[config.mk]
export PLATFORM = sky130hd
export DESIGN_NAME = attack_coord_ctrl
export DESIGN_NICKNAME = d
export VERILOG_FILES = /design/src/rtl/attack_ctrl_pkg.sv /design/src/rtl/btn_edge.sv /design/src/rtl/attack_coord_ctrl.sv
export SDC_FILE = /design/constraint.sdc
export NUM_CORES = 1
export LEC_CHECK = 0
export BUFFER_PORTS_ARGS = -buffer_cell sky130_fd_sc_hd__buf_4
export CORE_UTILIZATION = 60
export CTS_CLUSTER_DIAMETER = 200
export DETAILED_ROUTE_END_ITERATION = 8
export MAX_ROUTING_LAYER = met4
export PLACE_DENSITY = 0.87
export SYNTH_ARGS = -nofsm -noshare
export SYNTH_HDL_FRONTEND = slang
export SYNTH_SLANG_ARGS = --single-unit
[constraint.sdc]
create_clock -name clk -period 4 [get_ports clk]
set_input_delay 0.4 -clock clk [delete_from_list [all_inputs] [get_ports clk]]
set_output_delay 0.4 -clock clk [all_outputs]
set_load 0.02 [all_outputs]
[src/rtl/attack_ctrl_pkg.sv]
// Shared types and constants for the attack-coordinate entry controller.
package attack_ctrl_pkg;

    localparam int unsigned CRW = 3;

    typedef enum logic [1:0] {
        S_COL = 2'b00,
        S_ROW = 2'b01,
        S_REQ = 2'b10
    } state_t;

    localparam logic [1:0] DIG_COL = 2'b01;
    localparam logic [1:0] DIG_ROW = 2'b10;

endpackage

[src/rtl/btn_edge.sv]
// Rising-edge detector for one debounced button; prev resets high so a
// button held through reset never registers as a press.
module btn_edge (
    input  logic clk,
    input  logic rst,
    input  logic btn,
    output logic press_c
);

    logic prev;

    always_ff @(posedge clk) begin
        if (rst) prev <= 1'b1;
        else     prev <= btn;
    end

    assign press_c = btn & ~prev;

endmodule

[src/rtl/attack_coord_ctrl.sv]
// Column/row coordinate entry with REQ/ACK hand-off, plus time-shared
// digit scanning and blinking of the field being edited.
module attack_coord_ctrl
    import attack_ctrl_pkg::*;
#(
    parameter int unsigned NCOL      = 5,
    parameter int unsigned NROW      = 5,
    parameter int unsigned SCAN_DIV  = 1000,
    parameter int unsigned BLINK_DIV = 64
) (
    input  logic           clk,
    input  logic           rst,
    input  logic           btn_next,
    input  logic           btn_ok,
    input  logic           btn_back,
    input  logic           ack,
    output logic [CRW-1:0] col,
    output logic [CRW-1:0] row,
    output logic           req,
    output logic [CRW-1:0] dec_in,
    output logic [1:0]     dig_en,
    output logic           blank,
    output logic [1:0]     state
);

    localparam int unsigned SW = (SCAN_DIV  > 1) ? $clog2(SCAN_DIV)  : 1;
    localparam int unsigned BW = (BLINK_DIV > 1) ? $clog2(BLINK_DIV) : 1;

    logic next_c, ok_c, back_c;

    btn_edge u_next (.clk(clk), .rst(rst), .btn(btn_next), .press_c(next_c));
    btn_edge u_ok   (.clk(clk), .rst(rst), .btn(btn_ok),   .press_c(ok_c));
    btn_edge u_back (.clk(clk), .rst(rst), .btn(btn_back), .press_c(back_c));

    state_t         cur, nxt;
    logic [CRW-1:0] col_nxt, row_nxt;
    logic           req_nxt;

    always_ff @(posedge clk) begin
        if (rst) begin
            cur <= S_COL;
            col <= '0;
            row <= '0;
            req <= 1'b0;
        end else begin
            cur <= nxt;
            col <= col_nxt;
            row <= row_nxt;
            req <= req_nxt;
        end
    end

    // Press priority is BACK > OK > NEXT; only the winner acts.
    always_comb begin
        nxt     = cur;
        col_nxt = col;
        row_nxt = row;
        req_nxt = req;
        case (cur)
            S_COL: begin
                if (!back_c) begin
                    if (ok_c)
                        nxt = S_ROW;
                    else if (next_c)
                        col_nxt = (col == CRW'(NCOL - 1)) ? '0 : col + CRW'(1);
                end
            end
            S_ROW: begin
                if (back_c)
                    nxt = S_COL;
                else if (ok_c) begin
                    nxt     = S_REQ;
                    req_nxt = 1'b1;
                end else if (next_c)
                    row_nxt = (row == CRW'(NROW - 1)) ? '0 : row + CRW'(1);
            end
            S_REQ: begin
                if (ack) begin
                    nxt     = S_COL;
                    req_nxt = 1'b0;
                    col_nxt = '0;
                    row_nxt = '0;
                end
            end
            default: begin
                nxt     = S_COL;
                req_nxt = 1'b0;
            end
        endcase
    end

    assign state = cur;

    logic [SW-1:0] scan_cnt;
    logic [BW-1:0] blink_cnt;
    logic          phase;

    // Digit scan, blink phase, and decoder/blank outputs one cycle behind selection.
    always_ff @(posedge clk) begin
        if (rst) begin
            scan_cnt  <= '0;
            blink_cnt <= '0;
            phase     <= 1'b0;
            dig_en    <= DIG_COL;
            dec_in    <= '0;
            blank     <= 1'b0;
        end else begin
            dec_in <= (dig_en == DIG_COL) ? col : row;
            blank  <= phase & (((cur == S_COL) && (dig_en == DIG_COL)) ||
                               ((cur == S_ROW) && (dig_en == DIG_ROW)));
            if (scan_cnt == SW'(SCAN_DIV - 1)) begin
                scan_cnt <= '0;
                dig_en   <= ~dig_en;
                if (blink_cnt == BW'(BLINK_DIV - 1)) begin
                    blink_cnt <= '0;
                    phase     <= ~phase;
                end else begin
                    blink_cnt <= blink_cnt + BW'(1);
                end
            end else begin
                scan_cnt <= scan_cnt + SW'(1);
            end
        end
    end

endmodule

==> results by group <==
Synth
  – Post-synth EDFFs: 0
  – Netlist cell types: 36
  – Top cell type's share of synthesized area: 0.448
  – Count leader, synth: dfxtp_1
  – Syn_nets: between 150 and 200
  – Asr flop ratio synth: 0
  – Post-synth top cells: dfxtp_1, nor2_1, a21oi_1
  – Synth area leaders: dfxtp_1, nor2_1, a21oi_1, ha_1, xor2_1
  – Synth Instances: about 180
  – Most used DFF post-synth: dfxtp_1
  – Mapped Avg Cell Area: 8.64 um^2
  – Number of synthesized register bits: 35
  – Yosys top cell by area: dfxtp_1
  – Synth Cell Area: 1560 um^2
  – Synthesis Warnings: 0
  – Seq/Total Area, Yosys: 0.448

GRT
  – Total grt overflow: 0
  – Vias in the first global route: 1,152
  – Initial antenna violation count: 0
  – Largest net degree at the start of global routing: 29
  – First-pass GRT wire length: 5000 um
  – Total track usage: 0.259

Clock network
  – Post_cts resized: 0
  – Clk_lat worst skew: around 0.35 ns
  – Clock Sinks: 35
  – Reg clk slew, reported paths: about 0.090 ns
  – CTS tree: yes
  – Clock Root Buffer: clkbuf_4
  – CTS Buffer Depth: 2
  – # Post-CTS Setup Buffers: 0
  – Inserted Clock Buffers: 5
  – CTS Hold Bufs: 0
  – H-Tree Depth: 2

Cells and area
  – Fillers: between 200 and 250
  – Area growth from synthesis to layout: 14.6%
  – Footprint of the multi-input gates: a little over 800 um^2
  – Register area: approximately 700 um^2
  – Inserted Diodes: 0
  – Final cell count without fillers: between 200 and 250
  – Final net count: between 200 and 250
  – Fraction of layout cells with a size suffix above 1: 0.168

Routing
  – Final WL: about 3000 um
  – # DRC: 0
  – DR WL/cell: approximately 13 um
  – Iteration-0 DRC Markers: 19
  – Vias per inst: 5.69
  – Vias: roughly 1.3k
  – Post-DRT Antenna Nets: 0
  – DRT Pass-1 Iters: 4

STA
  – Final Critical Period: slightly below 2 ns
  – Fin. Hold Viols: 0
  – Least-Margin Pin Slew: just over 0.4 ns
  – RSZ-0062 raised after global routing: no
  – Fmax: roughly 0.52 GHz
  – Final worst setup slack: around 2.1 ns
  – Rel. slew slack: 0.727
  – Setup TNS: 0 ns
  – Max-slew violation count: 0
  – Final setup viols: 0
  – Clk_skew: 0.0103 ns
  – Final Cycle Share: 0.480

Critical path
  – Worst-path fanout max: 16
  – Crit Path Category: register to register
  – Worst path slowest cell: or4_1
  – CP required: roughly 4.3 ns
  – Cell chain of the critical path: ha_1, and2_1, nand4_2, or4_1, a21oi_1
  – Crit end category: register
  – CP Launch Type: register
  – Worst path max stage delay: ~0.58 ns
  – Crit path DAT: approximately 2.2 ns
  – Buffers & Inverters on Critical Path: 0
  – CP delay by family, top: simple AND/OR/NAND/NOR gates

Floorplan
  – Starting density of the core: 0.631
  – FP Rows: 18
  – Io pins: 21
  – Die height: between 50 and 60 um
  – CORE AREA: about 2500 um^2
  – Die W: around 53 um
  – Die Area: about 2800 um^2

Place
  – PortBufs: 20
  – Dpl cells: ~220
  – Pre-CTS setup slack: around 2.1 ns
  – Final GP Congestion: 0.757
  – HPWL after detailed placement: between 2000 and 2500 um

Power
  – VDD IR max: just under 0.3 mV
  – Total chip power: between 600 and 700 uW
  – Cell Pwr Density: 340 nW/um^2
  – Static leakage: ~0.0007 uW

Run
  – Max-Cap Viols: 0

Hold path
  – HP Class: input pin to register

Outcome
  – Outcome: finished clean
[cell usage in the layout (no fill, tap or decap), types with 2 or more instances in the layout]
| cell type | n |
|---|---|
| a21oi_1 | 17 |
| a31oi_1 | 3 |
| and3_1 | 4 |
| buf_4 | 20 |
| clkbuf_4 | 5 |
| clkbuf_8 | 2 |
| dfxtp_1 | 35 |
| ha_1 | 6 |
| inv_1 | 8 |
| mux2i_1 | 2 |
| nand2_1 | 11 |
| nand2b_1 | 5 |
| nand3_1 | 9 |
| nand4_1 | 2 |
| nor2_1 | 25 |
| nor2b_1 | 3 |
| nor3_1 | 2 |
| nor4_1 | 2 |
| o211ai_1 | 2 |
| o21ai_0 | 4 |
| o31ai_1 | 2 |
| or2_2 | 3 |
| or3_1 | 3 |
| or3b_2 | 2 |
| or4_1 | 3 |
| xnor2_1 | 5 |
| xor2_1 | 6 |
[final timing paths]
| path | startpoint | end | slack (ns) | cells after the start |
|---|---|---|---|---|
| worst max register to register | scan_cnt[0]$_SDFF_PP0_ | blink_cnt[4]$_SDFFE_PP0N_ | 2.08 | 5 |
| worst max-delay path | scan_cnt[0]$_SDFF_PP0_ | blink_cnt[4]$_SDFFE_PP0N_ | 2.08 | 5 |
| worst min register to register | scan_cnt[0]$_SDFF_PP0_ | scan_cnt[0]$_SDFF_PP0_ | 0.46 | 1 |
| worst min-delay path | btn_back | u_back.prev$_SDFF_PP1_ | 0.26 | 2 |
[power breakdown]
part           total [uW]  internal (uW)  switching [uW]
registers             360            354            5.22
clock network         217            103             113
logic                32.8           14.4            18.4
[worst register-to-register path: cells and delay by family (launching register included)]
kind / cells / cell delay (ns)
fa+ha+maj: 1 / 0.19
compound gates: 1 / 0.17
simple gates: 3 / 1.13
flops: 1 / 0.37
[kinds of logic after synthesis]
group	after synthesis	synth area share
simple gates	82	0.283
flops	35	0.448
compound gates	30	0.110
buf+inv	15	0.0368
mux	2	0.0128
xor+xnor	11	0.0616
fa+ha+maj	6	0.0480
[layout make-up]
class,instances,share of cell area
Clock buffer,8,0.0384
Timing Repair Buffer,20,0.0837
Sequential cell,35,0.391
Tap cell,30,0.0209
Multi-Input combinational cell,131,0.449
Inverter,8,0.0167
[metrics by stage]
stage | util | hold slack [ns] | instance area (um^2)
floorplan | - | 0.418 | 1560
global placement | 0.696 | 0.428 | 1720
detailed placement | 0.696 | 0.444 | 1720
CTS | 0.724 | 0.246 | 1790
global route | 0.724 | 0.267 | 1790
finish | 0.724 | 0.258 | 1790
[per-layer routing]
| metal | vias up | global-route usage | wire length, um |
|---|---|---|---|
| met5 | - | - | 0 |
| met4 | 0 | 0.145 | 56 |
| met3 | 6 | 0.0603 | 123 |
| met2 | 29 | 0.403 | 1480 |
| met1 | 615 | 0.308 | 1370 |
| li1 | 670 | - | - |
[sequential cells by signal (all words and copies together), names as in the netlist]
register and cells:
req 1, state 2, col 3, blink_cnt 6, scan_cnt 10, dec_in 3, row 3, u_ok.prev 1
u_back.prev 1, phase 1, u_next.prev 1, blank 1, dig_en 2
No activity file was read; power rests on OpenSTA's default activity.
